===== src/rtl/pipelined_rca.sv =====
// Pipelined ripple-carry adder/subtractor with a valid/ready stream interface.
// The operands are split into STAGES chunks of W bits; chunk k is added in stage k
// using the carry registered by stage k-1. Each stage register carries the full
// operand and partial-sum vectors, so the still-unused upper operand chunks ride
// along (skew) and the finished lower sum chunks stay aligned (deskew) until the
// last stage presents the complete result.
module pipelined_rca #(
    parameter int unsigned N      = 32,
    parameter int unsigned STAGES = 4
) (
    input  logic         clk,
    input  logic         rst,
    input  logic [N-1:0] A,
    input  logic [N-1:0] B,
    input  logic         Cin,
    input  logic         Sub,
    input  logic         in_valid,
    output logic         in_ready,
    output logic [N-1:0] Sum,
    output logic         Cout,
    output logic         Ovf,
    output logic         out_valid,
    input  logic         out_ready
);

    localparam int unsigned W = N / STAGES;
    localparam int unsigned L = STAGES - 1;

    // Per-stage pipeline registers
    logic [N-1:0] a_q [STAGES];
    logic [N-1:0] a_d [STAGES];
    logic [N-1:0] b_q [STAGES];
    logic [N-1:0] b_d [STAGES];
    logic [N-1:0] s_q [STAGES];
    logic [N-1:0] s_d [STAGES];
    logic         c_q [STAGES];
    logic         c_d [STAGES];
    logic         v_q [STAGES];
    logic         v_d [STAGES];
    logic         ovf_q;
    logic         ovf_d;

    // Stage inputs and per-stage chunk results
    logic [N-1:0] a_src [STAGES];
    logic [N-1:0] b_src [STAGES];
    logic [N-1:0] s_src [STAGES];
    logic         c_src [STAGES];
    logic         v_src [STAGES];
    logic [W:0]   chunk [STAGES];
    logic         advance;

    // Stage 0 sees the conditioned operands; stage k sees register k-1.
    // Subtraction is A + ~B + ~Cin, so Cout=1 means "no borrow".
    always_comb begin
        a_src[0] = A;
        b_src[0] = Sub ? ~B : B;
        c_src[0] = Sub ? ~Cin : Cin;
        s_src[0] = '0;
        v_src[0] = in_valid;
        for (int k = 1; k < STAGES; k++) begin
            a_src[k] = a_q[k-1];
            b_src[k] = b_q[k-1];
            s_src[k] = s_q[k-1];
            c_src[k] = c_q[k-1];
            v_src[k] = v_q[k-1];
        end
    end

    // Each stage ripples its own W-bit chunk, producing W sum bits plus carry-out
    always_comb begin
        for (int k = 0; k < STAGES; k++) begin
            chunk[k] = {1'b0, a_src[k][k*W +: W]} + {1'b0, b_src[k][k*W +: W]}
                     + {{W{1'b0}}, c_src[k]};
        end
    end

    // Global stall: the whole pipe, bubbles included, moves only when the output
    // slot is empty or being drained this cycle.
    always_comb begin
        advance = ~v_q[L] | out_ready;
        for (int k = 0; k < STAGES; k++) begin
            a_d[k] = a_q[k];
            b_d[k] = b_q[k];
            s_d[k] = s_q[k];
            c_d[k] = c_q[k];
            v_d[k] = v_q[k];
            if (advance) begin
                a_d[k]             = a_src[k];
                b_d[k]             = b_src[k];
                s_d[k]             = s_src[k];
                s_d[k][k*W +: W]   = chunk[k][W-1:0];
                c_d[k]             = chunk[k][W];
                v_d[k]             = v_src[k];
            end
        end
        // Carry into the MSB is recovered as a ^ b ^ sum at bit N-1
        ovf_d = ovf_q;
        if (advance) begin
            ovf_d = (a_src[L][N-1] ^ b_src[L][N-1] ^ chunk[L][W-1]) ^ chunk[L][W];
        end
    end

    // Pipeline state; reset discards everything in flight
    always_ff @(posedge clk or posedge rst) begin
        if (rst) begin
            for (int k = 0; k < STAGES; k++) begin
                a_q[k] <= '0;
                b_q[k] <= '0;
                s_q[k] <= '0;
                c_q[k] <= 1'b0;
                v_q[k] <= 1'b0;
            end
            ovf_q <= 1'b0;
        end else begin
            for (int k = 0; k < STAGES; k++) begin
                a_q[k] <= a_d[k];
                b_q[k] <= b_d[k];
                s_q[k] <= s_d[k];
                c_q[k] <= c_d[k];
                v_q[k] <= v_d[k];
            end
            ovf_q <= ovf_d;
        end
    end

    assign in_ready  = advance;
    assign Sum       = s_q[L];
    assign Cout      = c_q[L];
    assign Ovf       = ovf_q;
    assign out_valid = v_q[L];

endmodule

===== config.mk =====
export PLATFORM = sky130hd
export DESIGN_NAME = pipelined_rca
export DESIGN_NICKNAME = d
export VERILOG_FILES = /design/src/rtl/pipelined_rca.sv
export SDC_FILE = /design/constraint.sdc
export NUM_CORES = 1
export LEC_CHECK = 0
export CAP_MARGIN = 5
export CORE_MARGIN = 2
export CORE_UTILIZATION = 40
export DETAILED_ROUTE_END_ITERATION = 16
export PLACE_DENSITY = 0.66
export SETUP_SLACK_MARGIN = 0.4
export SLEW_MARGIN = 20
export SYNTH_ARGS = -nofsm -noshare
export SYNTH_HDL_FRONTEND = slang
export SYNTH_SLANG_ARGS = --single-unit

===== constraint.sdc =====
create_clock -name clk -period 7 [get_ports clk]
set_input_delay 1.4 -clock clk [delete_from_list [all_inputs] [get_ports clk]]
set_output_delay 1.4 -clock clk [all_outputs]
set_load 0.005 [all_outputs]

==> run summary, run 1 <==
The most repeated library cell on the critical path was sky130_fd_sc_hd__clkdlybuf4s50_1. Entering global routing, the biggest net connects 132 pins. The routed design could run at a clock period as short as 4420 ps.

Cell at the slowest stage of the critical path: sky130_fd_sc_hd__clkdlybuf4s50_1. The routed length per placed instance was 12.3 um; the site row count was 53. The area overhead of the layout relative to synthesis was 18.0%.

TritonCTS built the clock tree. The number of clock buffers added by TritonCTS is 17. Number of endpoints failing setup at the final stage: 0. After detailed placement, the total cell area comes to 9550 sq um. Of all nets on the critical path, the largest fanout is 63. The first global-routing pass estimated 26,400 um of wire.

Post-CTS timing repair inserted 0 buffers for setup. In the post-synthesis netlist, the cell with the most instances is sky130_fd_sc_hd__nand2_1. The kind of start point of the critical path was a primary input.

Summed over all cells, the static leakage comes to 4.90 nW. Most frequently used flop master after synthesis: sky130_fd_sc_hd__dfrtp_1. After synthesis, the largest area contributor takes up 54.0% of total cell area. In the final layout, the multi-input gates occupy 3420 sq um. On the worst path, the slowest cell contributes a delay of 620 ps.

Clock-pin slew of the registers on the worst-case setup and hold paths: 70 ps. The final route contains 5,881 vias. The number of global-route vias before repair was 5,496; the floorplan core area was 21,000 sq um.

The clock latency at the later pin of the worst-skew pair is 440 ps. For the number of nets with antenna violations after detailed routing, the log shows 0. The tools report the overall die area as 22,600 sq um. The signal on the critical path passes through clkdlybuf4s50_1 -> nor2b_4 -> inv_4 -> clkdlybuf4s50_1. Synthesis instantiated 31 different standard cells from the library. Setup repair after global routing left no endpoint under its margin. Measured in cells, the most critical reg-to-reg path has a length of 8.

The power density over cell area is 431 nW/um^2. The destination of the worst hold path was Sum[13]$_DFFE_PP0P_. Each instance of the synthesized netlist takes up on average 9.06 sq um.

The logs give 1,053 for the post-synthesis net count and 0.772 for the last weighted congestion value of the routability-driven placer. Across the VDD grid, the largest voltage drop is 153 uV. The logs give 0 for the initial antenna violation count and 4 for the CTS H-tree depth.

The path category of the worst min-delay check is reg -> reg. The endpoint identified for the worst register-to-register timing path is c_q[2]$_DFFE_PP0P_. Yosys attributes the largest share of cell area to sky130_fd_sc_hd__dfrtp_1 (54%), sky130_fd_sc_hd__nand2_1 (19%), sky130_fd_sc_hd__ha_1 (4.1%), sky130_fd_sc_hd__xnor2_1 (3.5%), sky130_fd_sc_hd__buf_4 (2.8%).

For this run, asynchronously set or reset flops after synthesis account for 100%. sky130_fd_sc_hd__dfrtp_1 takes more of the synthesized area than any other cell. For this block, the initial DRC count from the detailed router was 257. The flow ran to the end, and the final reports show no timing, DRC or antenna violations. The tools report the cell area after synthesis as 8580 sq um. In the final layout, flip-flops and latches occupy 4630 sq um.

Synthesized netlist cell count: 947. The post-route fraction of the period consumed by the critical path was 63.2%. The vertical extent of the die came out at 150 um. Counting instances in the post-synthesis netlist gives the leading cell types as sky130_fd_sc_hd__nand2_1 (425), sky130_fd_sc_hd__dfrtp_1 (185), sky130_fd_sc_hd__o21ai_0 (39). For flop-to-flop paths, the worst setup slack is 4590 ps.

The run gives 48.2% as the core occupancy in the finished layout. Net count of the finished layout: 1,105. The logs give 15,800 um for the sum of routed wire length over all layers and 14.7% for the overall global routing resource usage. The clock drives 185 sinks. The floorplan step set the die width to 150 um. Of the synthesized area, sequential elements account for 54.0%. The worst setup path is captured at a primary output. For the number of top-level pins, the log shows 106.

In the routed design, unresolved DRC markers number 0. The Yosys warning count is 0, and the number of buffers added on ports is 105. Derived from the worst setup path, the maximum achievable clock frequency is 226 MHz. The tool flagged a number of max-cap violations equal to 0.

In this run the tightest slew margin relative to its limit is 32.3%. The total of hold buffers inserted after clock tree synthesis was 0. Between clock sinks in the finished design, the worst skew comes to 10.8 ps.

The final-report max-slew violation count is 0, and the slew at the pin closest to its max-slew limit is 1020 ps. The via density per instance came out at 4.57. Counting instances, the worst hold path has a depth of 2. The layout has 2,064 filler cells. Before antenna repair, the detailed router went through 4 iterations. The root cell of the clock tree was sky130_fd_sc_hd__clkbuf_16.

The total overflow left after global routing is 0. The detailed placer's ending HPWL is 10,300 um, and the ratio of cells with drive above 1 in the final layout is 4.64%. 0 antenna diodes ended up in the layout. Start of the worst register-to-register path: a_q[104]$_DFFE_PP0P_. The initial utilization of the core area, before any placement, comes to 40.8%. At the worst endpoint, the required time is 5600 ps. The number of instances resized during post-cts repair came out at 0. The count of flip-flops with a built-in enable after synthesis was 0. Category of the most critical setup path: in -> out.

The run gives 0 ps as the setup TNS. The tools report the launch point of the worst hold path as Sum[13]$_DFFE_PP0P_. Data arrives at the worst endpoint at 3020 ps.

After synthesis the netlist holds a flip-flop and latch count of 185. The final count of hold timing violations was 0; the maximum count of clock buffers along a single path was 2. Summing all non-filler instances in the final layout gives an area of 10,100 sq um.
[flip-flops by register name, summed over array words and instances (netlist names)]
signal and count:
Sum 32, s_q 48, c_q 3, out_valid 1, Cout 1, v_q 3
a_q 48, b_q 48, Ovf 1
[metrics by stage]
step                      total power, W  hold WS [ps]  setup WS, ps  cells
final                            0.00436           463          2580   1287
after CTS                        0.00443           471          2530   1287
after detailed placement         0.00349           454          2530   1255
after global placement           0.00342           448          2550   1255
after floorplan                  0.00307           430           571    947
after global routing             0.00474           485          2480   1287
[worst max-delay path, delay by kind of cell]
kind | cells | cell delay (ps)
buffers and inverters | 3 | 1560
and+or+nand+nor | 1 | 60
[placed cells by master (no fill, tap or decap), drive strengths merged, types with 2 or more instances in the layout]
cell,count
xnor2,34
ha,28
fa,8
nor2,33
nand2,425
a211oi,3
clkinvlp,4
a31oi,8
clkdlybuf4s50,104
nor3,7
o21bai,5
clkinv,3
o31ai,3
nor2b,4
o21a,2
a21o,5
clkbuf,18
and3b,2
dfrtp,185
xor2,21
buf,6
inv,23
nand2b,3
a21oi,23
o21ai,51
[logic make-up after synthesis]
family,synth area share [%]
AOI/OAI and AO/OA,6.80
xor gates and xnor gates,5.62
adders and majority gates,5.95
buffers and inverters,6.24
DFF,54.0
and+or+nand+nor,21.4
[routing by layer]
layer / routed length [um] / up-vias / GRT usage (%)
li1: - / 3052 / -
met3: 573 / 20 / 3.12
met5: 0 / - / 0
met4: 237 / 0 / 5.52
met1: 7460 / 2717 / 20.0
met2: 7500 / 92 / 23.3
[power breakdown]
part / switching (W) / internal [W] / total (W)
clock: 0.000450 / 0.000481 / 0.000930
combinational: 0.000864 / 0.000758 / 0.00162
sequential: 0.000260 / 0.00155 / 0.00181
total: 0.00157 / 0.00279 / 0.00436
[area by class of cell]
type	count	share of cell area, %
Sequential cell	185	45.7
Multi-Input combinational cell	669	33.8
Tap cell	275	3.40
Clock buffer	18	4.34
Inverter	16	0.692
Clock inverter	14	1.32
Timing Repair Buffer	110	10.7
[worst max path at each step]
stage,start,to,slack [ps]
2_1_floorplan,rst,Cout$_DFFE_PP0P_,570
3_3_place_gp,out_ready,in_ready,2550
3_5_place_dp,out_ready,in_ready,2530
4_1_cts,out_ready,in_ready,2530
5_1_grt,out_ready,in_ready,2480
6_report,out_ready,in_ready,2580
Note: power is estimated with default switching activity, not from simulation.
==> inputs of run 2 (changes only) <==
Settings changed: PLACE_DENSITY 0.66 to 0.68.
Clock period 7 ns to 3.8 ns, I/O delays scaled along.
==> run summary, run 2 (same netlist as run 1, synthesis figures left out) <==
Largest registers: a_q: 48 flops, b_q: 48 flops, s_q: 48 flops (unchanged). The residual overflow from global routing is 0 (unchanged), and the net count of the finished layout is 1,108 (was 1,105). The tools report the start of the worst register-to-register path as a_q[104]$_DFFE_PP0P_ (unchanged). The largest fanout of any net on the critical path is 3 (was 63). The category of the most critical setup path was in -> out (unchanged). Peak ir drop on the vdd network: 290 uV (was 153 uV). The root cell of the clock tree is sky130_fd_sc_hd__clkbuf_16 (unchanged). The run gives 1410 ps (was 4590 ps) as the worst setup slack for register-to-register paths. The tools report the maximum count of clock buffers along a single path as 2 (unchanged).

Path category of the worst min-delay check: reg -> reg (unchanged). The starting density of the core is 40.8% (unchanged), and the data required time of the critical path is 3040 ps (was 5600 ps). Static timing analysis puts the maximum clock frequency at 373 MHz. For the detailed placer's ending HPWL, the log shows 10,700 um (was 10,300 um).

The logs give 5,928 (was 5,881) for the count of vias placed by the detailed router and 106 (unchanged) for the number of top-level pins. The hold path depth is 2 (unchanged), and the total CTS buffers is 17 (unchanged). The site row count was 53 (unchanged); the static leakage was 4.95 nW (was 4.90 nW). The sum of routed wire length over all layers is 16,400 um (was 15,800 um), and the area overhead of the layout relative to synthesis is 19.2% (was 18.0%). The source of the critical timing path was out_ready (unchanged). The via density per instance is 4.60 (was 4.57), and the overall die area is 22,600 sq um (unchanged). The worst relative slew slack is 41.6% (was 32.3%). The combinational share of power came out at 36.6% (was 37.2%).

The count of maximum capacitance violations came out at 0 (unchanged). The clock-pin slew of the registers on the worst-case setup and hold paths is 70 ps (about the same), and the initial detailed-routing violation count is 237 (was 257). The last weighted congestion value of the routability-driven placer is 0.786 (was 0.772). The clock tree skew after final layout is 9.02 ps (was 10.8 ps).

The run gives 40.4% (was 41.5%) as the register share of total power. The overall global routing resource usage is 15.3% (was 14.7%). TritonCTS built the clock tree. The number of diodes added for antenna fixing is 0 (unchanged). Setup repair after global routing left no endpoint under its margin.

The routed length per placed instance is 12.7 um (was 12.3 um), and the number of buffer and inverter instances along the worst setup path is 3 (unchanged). The tools report the end point of the critical path as in_ready (unchanged). The wire length of the first global-routing pass was 27,300 um (was 26,400 um); the clock sink count was 185 (unchanged). The tools report the kind of start point of the critical path as a primary input (unchanged). The final-report max-slew violation count was 0 (unchanged). The critical path depth in cells works out to 4 (unchanged). The cell at the slowest stage of the critical path was sky130_fd_sc_hd__clkdlybuf4s50_1 (unchanged).

The vertical extent of the die is 150 um (unchanged), and the power density over cell area is 805 nW/um^2 (was 431 nW/um^2). The tools report the number of instances resized during post-cts repair as 0 (unchanged). The cell type group with the largest total delay on the critical path is buffers and inverters (unchanged).

The most common cell after layout, fill and taps aside was sky130_fd_sc_hd__nand2_1 (unchanged). The worst path needs 2680 ps of the cycle, external delays included. The share of total power in the clock network came out at 22.9% (was 21.3%). The tools report the power spent charging and discharging nets as 0.00290 W (was 0.00157 W). The setup TNS is 0 ps (unchanged). For the maximum number of pins on one net before global-route repair, the log shows 205 (was 132).

The run finished with clean final reports. The floorplan core area is 21,000 sq um (unchanged). Element type at the critical path end: a primary output (unchanged). The run gives 0 (unchanged) as the final count of hold timing violations. The width of the die was 150 um (unchanged); the switching fraction of total power was 35.2% (was 36.1%).

Cells along the critical path: clkdlybuf4s50_1 -> nor2b_4 -> inv_4 -> clkdlybuf4s50_1 (unchanged). The data arrival time at the worst-slack endpoint came out at 1920 ps (was 3020 ps). The largest incremental delay on the critical path is 500 ps (was 620 ps). Most frequent cells in the layout: sky130_fd_sc_hd__nand2_1 (425), sky130_fd_sc_hd__dfrtp_1 (185), sky130_fd_sc_hd__clkdlybuf4s50_1 (104) (unchanged).

The number of setup buffers added after CTS is 0 (unchanged), and the number of nets with antenna violations after detailed routing is 0 (unchanged). The number of DRC violations after detailed routing was 0 (unchanged); the slew at the pin closest to its max-slew limit was 874 ps (was 1020 ps). Clock latency at the later pin of the worst-skew pair: 430 ps (was 440 ps). The CTS H-tree depth is 4 (unchanged). The ratio of cells with drive above 1 in the final layout came out at 4.93% (was 4.64%).

In the finished design, the share of the clock period the worst path needs comes to 70.6%. The run gives 0 (unchanged) as the number of endpoints failing setup at the final stage. The logs give 0 (unchanged) for the initial antenna violation count and 0 (unchanged) for the total of hold buffers inserted after clock tree synthesis. Most repeated library cell on the critical path: sky130_fd_sc_hd__clkdlybuf4s50_1 (unchanged).

The number of global-route vias before repair is 5,642 (was 5,496). The number of buffers added on ports is 105 (unchanged), and the minimum hold slack is 465 ps (was 463 ps). For the first-pass iteration count of the detailed router, the log shows 4 (unchanged). The internal power component was 0.00533 W (was 0.00279 W); the path depth of the worst reg2reg path was 8 (unchanged).

The tools report the terminus of the critical flop-to-flop path as c_q[2]$_DFFE_PP0P_ (unchanged).
## run 2: cell count changes in the layout (fill, tap and decap cells not counted), sizes merged
cell | before | now
buf | 6 | 9
bufinv | 0 | 3
clkinv | 3 | 2
clkinvlp | 4 | 2
## run 2: layout make-up
class	count	area, sq um
multi-input combinational	669	3420
timing repair buffer	113	1140
clock inverter	14	183
clock buffer	18	439
tap	275	344
inverter	16	66.3
fill	2022	10800
sequential	185	4630
## run 2: worst min-delay path by stage
stage	endpoint	slack [ps]	startpoint
after floorplan	v_q[1]$_DFFE_PP0P_	430	v_q[1]$_DFFE_PP0P_
after global placement	Sum[9]$_DFFE_PP0P_	450	Sum[9]$_DFFE_PP0P_
after detailed placement	b_q[82]$_DFFE_PP0P_	450	b_q[114]$_DFFE_PP0P_
after CTS	b_q[82]$_DFFE_PP0P_	470	b_q[114]$_DFFE_PP0P_
after global routing	b_q[56]$_DFFE_PP0P_	480	b_q[88]$_DFFE_PP0P_
final	Sum[4]$_DFFE_PP0P_	460	Sum[4]$_DFFE_PP0P_
## run 2: tightest hold or removal path: stages (launching register included)
cell                      delay [ps]
sky130_fd_sc_hd__dfrtp_1         340
sky130_fd_sc_hd__nand2_1          50
sky130_fd_sc_hd__nand2_1          50
## run 2: metrics by stage
stage	area [sq um]	std cells	utilization (%)	power (W)	setup WS, ps
final	10200	1290	48.6	0.00823	1120
after global routing	10200	1290	48.6	0.00894	1030
after CTS	10200	1290	48.6	0.00835	1110
after detailed placement	9600	1258	45.7	0.00643	726
after global placement	9600	1258	45.7	0.00632	821
after floorplan	8580	947	-	0.00565	661
## run 2: power by group through the flow
stage               clock network [W]  logic (W)  registers, W
floorplan                           0    0.00241       0.00324
global placement                    0    0.00298       0.00335
detailed placement                  0    0.00305       0.00338
CTS                           0.00194    0.00308       0.00334
global route                  0.00202    0.00346       0.00345
finish                        0.00189    0.00302       0.00333
## run 2: per-layer routing
layer | vias up | routed length, um | global-route usage [%]
met5 | - | 0 | 0
met4 | 0 | 410 | 6.37
met3 | 28 | 399 | 2.67
met2 | 82 | 7850 | 24.8
met1 | 2754 | 7750 | 20.3
li1 | 3064 | - | -
